`config.mk`:
```
export PLATFORM = sky130hd
export DESIGN_NAME = z80_alu_sequencer
export DESIGN_NICKNAME = d
export VERILOG_FILES = /design/src/rtl/z80_pkg.sv /design/src/rtl/z80_op_decode.sv /design/src/rtl/z80_alu_sequencer.sv
export SDC_FILE = /design/constraint.sdc
export NUM_CORES = 1
export LEC_CHECK = 0
export BUFFER_PORTS_ARGS = -buffer_cell sky130_fd_sc_hd__buf_4
export CELL_PAD_IN_SITES_DETAIL_PLACEMENT = 1
export CELL_PAD_IN_SITES_GLOBAL_PLACEMENT = 2
export CORE_MARGIN = 1
export CORE_UTILIZATION = 42
export CTS_CLUSTER_SIZE = 40
export DETAILED_ROUTE_END_ITERATION = 8
export PLACE_DENSITY_LB_ADDON = 0.1
export SYNTH_ARGS = -nofsm -noshare
export SYNTH_HDL_FRONTEND = slang
export SYNTH_SLANG_ARGS = --single-unit
```
`constraint.sdc`:
```
create_clock -name clk -period 4.2 [get_ports clk]
set_input_delay 0.84 -clock clk [delete_from_list [all_inputs] [get_ports clk]]
set_output_delay 0.84 -clock clk [all_outputs]
set_load 0.005 [all_outputs]
```
`src/rtl/z80_pkg.sv`:
```
// rtl/z80_pkg.sv - shared types and constants for the Z80 ALU sequencer
package z80_pkg;

    // ALU operation codes presented on alu_select.
    typedef enum logic [3:0] {
        ALU_ADD = 4'd0,
        ALU_SUB = 4'd1,
        ALU_AND = 4'd2,
        ALU_OR  = 4'd3,
        ALU_XOR = 4'd4
    } alu_sel_e;

    typedef enum logic [1:0] {
        ST_FETCH = 2'd0,
        ST_IMM   = 2'd1,
        ST_EXEC  = 2'd2
    } seq_state_e;

    // 3-bit register index as encoded in the opcode.
    localparam logic [2:0] REG_B      = 3'd0;
    localparam logic [2:0] REG_C      = 3'd1;
    localparam logic [2:0] REG_D      = 3'd2;
    localparam logic [2:0] REG_E      = 3'd3;
    localparam logic [2:0] REG_H      = 3'd4;
    localparam logic [2:0] REG_L      = 3'd5;
    localparam logic [2:0] REG_HL_IND = 3'd6;
    localparam logic [2:0] REG_A      = 3'd7;

    // The ooo field selects ADD/SUB/AND/XOR/OR; ADC, SBC and CP are not handled.
    function automatic logic alu_ooo_valid(input logic [2:0] ooo);
        return (ooo == 3'b000) || (ooo == 3'b010) || (ooo == 3'b100) ||
               (ooo == 3'b101) || (ooo == 3'b110);
    endfunction

    function automatic alu_sel_e alu_ooo_sel(input logic [2:0] ooo);
        case (ooo)
            3'b010:  return ALU_SUB;
            3'b100:  return ALU_AND;
            3'b101:  return ALU_XOR;
            3'b110:  return ALU_OR;
            default: return ALU_ADD;
        endcase
    endfunction

endpackage

```
`src/rtl/z80_op_decode.sv`:
```
// rtl/z80_op_decode.sv - combinational opcode classifier for the ALU sequencer
// Ports:
//   op          in  8  opcode byte
//   is_alu      out 1  ALU instruction (register or immediate form)
//   is_imm      out 1  instruction needs a second (immediate) byte
//   is_ld       out 1  LD r,n
//   is_nop      out 1  NOP (0x00)
//   is_illegal  out 1  anything not listed above
//   alu_sel     out 4  ALU operation code
//   r           out 3  register index (destination for LD, source for ALU)
module z80_op_decode
    import z80_pkg::*;
(
    input  logic [7:0] op,
    output logic       is_alu,
    output logic       is_imm,
    output logic       is_ld,
    output logic       is_nop,
    output logic       is_illegal,
    output logic [3:0] alu_sel,
    output logic [2:0] r
);

    logic [1:0] x;
    logic [2:0] y;
    logic [2:0] z;
    logic       alu_reg;
    logic       alu_imm;

    assign x = op[7:6];
    assign y = op[5:3];
    assign z = op[2:0];

    always_comb begin
        is_nop     = (op == 8'h00);
        is_ld      = (x == 2'b00) && (z == REG_HL_IND) && (y != REG_HL_IND);
        alu_reg    = (x == 2'b10) && alu_ooo_valid(y) && (z != REG_HL_IND);
        alu_imm    = (x == 2'b11) && alu_ooo_valid(y) && (z == 3'b110);
        is_alu     = alu_reg || alu_imm;
        is_imm     = is_ld || alu_imm;
        is_illegal = !(is_nop || is_ld || is_alu);
        alu_sel    = alu_ooo_sel(y);
        r          = is_ld ? y : z;
    end

endmodule

```
`src/rtl/z80_alu_sequencer.sv`:
```
// rtl/z80_alu_sequencer.sv - feeds an external 8-bit ALU from a Z80 opcode byte stream
// Ports:
//   clk, reset_n           clock, synchronous active-low reset
//   op_valid/op_data       opcode/immediate byte in; op_ready = byte accepted this cycle
//   alu_select/alu_a/alu_b registered ALU operation and operands
//   alu_result             combinational ALU output, written to A in EXEC
//   acc, zero              accumulator and zero flag of the last ALU result
//   retire, illegal        one-cycle pulses for completed / dropped instructions
module z80_alu_sequencer
    import z80_pkg::*;
(
    input  logic       clk,
    input  logic       reset_n,
    input  logic       op_valid,
    input  logic [7:0] op_data,
    output logic       op_ready,
    output logic [3:0] alu_select,
    output logic [7:0] alu_a,
    output logic [7:0] alu_b,
    input  logic [7:0] alu_result,
    output logic [7:0] acc,
    output logic       zero,
    output logic       retire,
    output logic       illegal
);

    seq_state_e state;
    seq_state_e state_nx;

    logic [7:0] regs [8];
    logic       pend_ld;    // IMM byte is an LD operand rather than an ALU operand
    logic [2:0] pend_r;
    logic       retire_q;
    logic       illegal_q;
    logic       accept;

    logic       d_is_alu;
    logic       d_is_imm;
    logic       d_is_ld;
    logic       d_is_nop;
    logic       d_is_illegal;
    logic [3:0] d_alu_sel;
    logic [2:0] d_r;

    z80_op_decode u_decode (
        .op         (op_data),
        .is_alu     (d_is_alu),
        .is_imm     (d_is_imm),
        .is_ld      (d_is_ld),
        .is_nop     (d_is_nop),
        .is_illegal (d_is_illegal),
        .alu_sel    (d_alu_sel),
        .r          (d_r)
    );

    assign op_ready = reset_n && (state != ST_EXEC);
    assign accept   = op_valid && op_ready;
    assign acc      = regs[REG_A];
    // A reset arriving during the completing cycle aborts the instruction,
    // so the pulses are masked while reset is held.
    assign retire   = retire_q && reset_n;
    assign illegal  = illegal_q && reset_n;

    always_comb begin
        state_nx = state;
        case (state)
            ST_FETCH: begin
                if (accept) begin
                    if (d_is_imm) begin
                        state_nx = ST_IMM;
                    end else if (d_is_alu) begin
                        state_nx = ST_EXEC;
                    end
                end
            end
            ST_IMM: begin
                if (accept) begin
                    state_nx = pend_ld ? ST_FETCH : ST_EXEC;
                end
            end
            ST_EXEC: state_nx = ST_FETCH;
            default: state_nx = ST_FETCH;
        endcase
    end

    always_ff @(posedge clk) begin
        if (!reset_n) begin
            state      <= ST_FETCH;
            for (int i = 0; i < 8; i++) begin
                regs[i] <= 8'h00;
            end
            pend_ld    <= 1'b0;
            pend_r     <= 3'd0;
            alu_select <= 4'd0;
            alu_a      <= 8'h00;
            alu_b      <= 8'h00;
            zero       <= 1'b0;
            retire_q   <= 1'b0;
            illegal_q  <= 1'b0;
        end else begin
            state     <= state_nx;
            retire_q  <= 1'b0;
            illegal_q <= 1'b0;
            case (state)
                ST_FETCH: begin
                    if (accept) begin
                        if (d_is_nop) begin
                            retire_q <= 1'b1;
                        end else if (d_is_illegal) begin
                            illegal_q <= 1'b1;
                        end else if (d_is_ld) begin
                            pend_ld <= 1'b1;
                            pend_r  <= d_r;
                        end else begin
                            // A cannot change before EXEC, so it is safe to
                            // latch it now even for the immediate form.
                            pend_ld    <= 1'b0;
                            alu_select <= d_alu_sel;
                            alu_a      <= regs[REG_A];
                            if (!d_is_imm) begin
                                alu_b    <= regs[d_r];
                                retire_q <= 1'b1;
                            end
                        end
                    end
                end
                ST_IMM: begin
                    if (accept) begin
                        retire_q <= 1'b1;
                        if (pend_ld) begin
                            regs[pend_r] <= op_data;
                        end else begin
                            alu_b <= op_data;
                        end
                    end
                end
                ST_EXEC: begin
                    regs[REG_A] <= alu_result;
                    zero        <= (alu_result == 8'h00);
                end
                default: ;
            endcase
        end
    end

endmodule

```
==> flow_summary.ini <==
[run_status]
outcome = completed

[route]
vias = 3121
drt_iter0_drc = 147
drt_first_pass_iters = 4
wl_per_cell_um = 20.3
wl_um = 11400
drc = 0
ant_nets = 0
via_per_inst = 5.57

[cts]
cts_tree = yes
path_clk_slew_ns = 0.08
cts_hold_buffers = 0
cts_made_buffers = 9
postCtsSetupBuffers = 0
clk_path_buf_depth = 2
clock_latency_ns = 0.36
cts_resized = 0
cts-htree-levels = 3
root_buffer = clkbuf_8
cts.sink_count = 92

[yosys]
synth.top_cell.area_share_pct = 44.1
yosys_register_bits = 92
syn_avg_cell_area_sq_um = 11.4
synth_top_cells_by_area = edfxtp_1, dfxtp_1, mux2i_1
synth_most_common_cell = edfxtp_1
synth_common_cells = edfxtp_1, mux2i_1, and2_1, dfxtp_1, nor3_1
seq_area_frac_synth_pct = 56.9
synth_top_area_cell = edfxtp_1
yosys_warnings = 0
synth_cell_types = 44
synth-edff-count = 64
syn_nets = 401
synth_ff_type = edfxtp_1
async_flop_share_pct = 0
syn_inst = 382
netlist_area_sq_um = 4360

[power_and_ir_drop]
internal_power_w = 0.00136
power_w = 0.00178
power_density_nw_per_um2 = 352
p_leak_nw = 1.96
seqPwrFrac_pct = 56.7
combPwrFrac_pct = 8.8
power_frac_clock_pct = 34.4
ir_worst_vdd_v = 0.000146
netSwitchingPower_w = 0.000413
switching_share_pct = 23.2

[placed_design]
dp.final_hpwl_um = 8160
gp_congestion = 0.782
port_buffers = 49
post-place-ws_ns = 1.10

[final_layout]
antenna_cells = 0
final_util_pct = 50.8
drive_gt1_share_pct = 18.5
final_net_count = 441
area_growth_pct = 15.5

[critical_path]
end_kind = primary output
worstPathMaxFanout = 37
crit_type = in2out
crit_path_max_incr_delay_ns = 0.58
worst_path_most_repeated_cell = buf_4
crit_path_start_kind = input port
critPathArrivalTime_ns = 1.98
crit_chain = buf_4 > a21boi_0 > buf_4
crit_required_ns = 3.36
cp_slowest_cell = a21boi_0

[timing]
hold_ws_ns = 0.461
rsz0062_at_grt = false
relSlewSlack_pct = 29.5
finalClockSkew_ns = 0.00944
finalHoldViolCount = 0
max_freq_ghz = 0.354
tightest_slew_ns = 1.06
fin_crit_ns = 2.82
setup_viol = 0
setup_tns_ns = 0
setup_ws_ns = 1.38
fin_crit_sh_pct = 67.2
report.final.slew_viol_count = 0

[floorplan]
core_area_sq_um = 9910
initial_core_util_pct = 44.0
die-area_sq_um = 10800
die_w_um = 104
std_cell_rows = 36
io_pins = 51
die_h_um = 104

[global_routing]
antenna_found_initial = 0
grt_max_degree = 38
grt_pass1_wl_um = 18400
track_usage_pct = 22.5
grt.overflow.total = 0
grt_pass1_vias = 3352

[flow_run]
drv_cap = 0

[worst_hold_path]
min_path_type = reg2reg
metrics by stage:
stage	cell area, sq um	std cells
after floorplan	4360	382
after global placement	4830	544
after detailed placement	4830	544
after CTS	5040	560
after global routing	5040	560
final	5040	560
critical path: cells and delay by family:
family                 cells  cell delay (ns)
buffers and inverters      2             0.55
AO/OA/AOI/OAI              1             0.58
routing by layer:
layer / vias up / wire length, um / track usage [%]
li1: 1476 / - / -
met1: 1560 / 5210 / 30.0
met2: 67 / 5500 / 36.9
met3: 18 / 367 / 3.13
met4: 0 / 274 / 9.29
met5: - / 0 / 0
final timing paths:
path,endpoint,slack [ns],start,depth (start not counted)
max,op_ready,1.38,reset_n,3
min,zero,0.46,zero,2
max reg2reg,alu_select[2],2.08,state[1],5
min reg2reg,zero,0.46,zero,2
area by class of cell:
cell class / instances / area (sq um)
Inverter: 9 / 33.8
Sequential cell: 92 / 2480
Timing Repair Buffer: 59 / 443
Clock buffer: 12 / 155
Multi-Input combinational cell: 251 / 1710
Fill cell: 1069 / 4870
Clock inverter: 4 / 47.5
Tap cell: 133 / 166
state kept, by name, summed over array words and instances, names as in the netlist:
name        cells
alu_select      3
pend_ld         1
alu_b           8
retire_q        1
state           2
regs           64
pend_r          3
illegal_q       1
alu_a           8
zero            1
cell families after synthesis:
group	share of synthesized area, %
AO/OA/AOI/OAI	9.93
XOR/XNOR	0.201
buffers and inverters	4.13
flip-flops	56.9
multiplexers	11.3
other	0.0860
AND/OR/NAND/NOR	17.4
cell usage in the layout (no fill, tap or decap), types with 9 or more instances in the layout:
cell type,count
buf_4,59
mux2i_1,48
inv_1,9
nand2_1,22
dfxtp_1,28
clkbuf_8,11
nor2_1,20
nor3_1,24
and2_1,30
nor2b_1,12
o22ai_1,14
nor4_1,10
edfxtp_1,64
power groups by stage:
stage               sequential, W  combinational, W  clock (W)
global route              0.00101          0.000171   0.000655
detailed placement        0.00103          0.000158          0
global placement          0.00103          0.000155          0
floorplan                 0.00102         0.0000906          0
CTS                       0.00101          0.000158   0.000623
finish                    0.00101          0.000157   0.000611
Note: power is estimated with default switching activity, not from simulation.
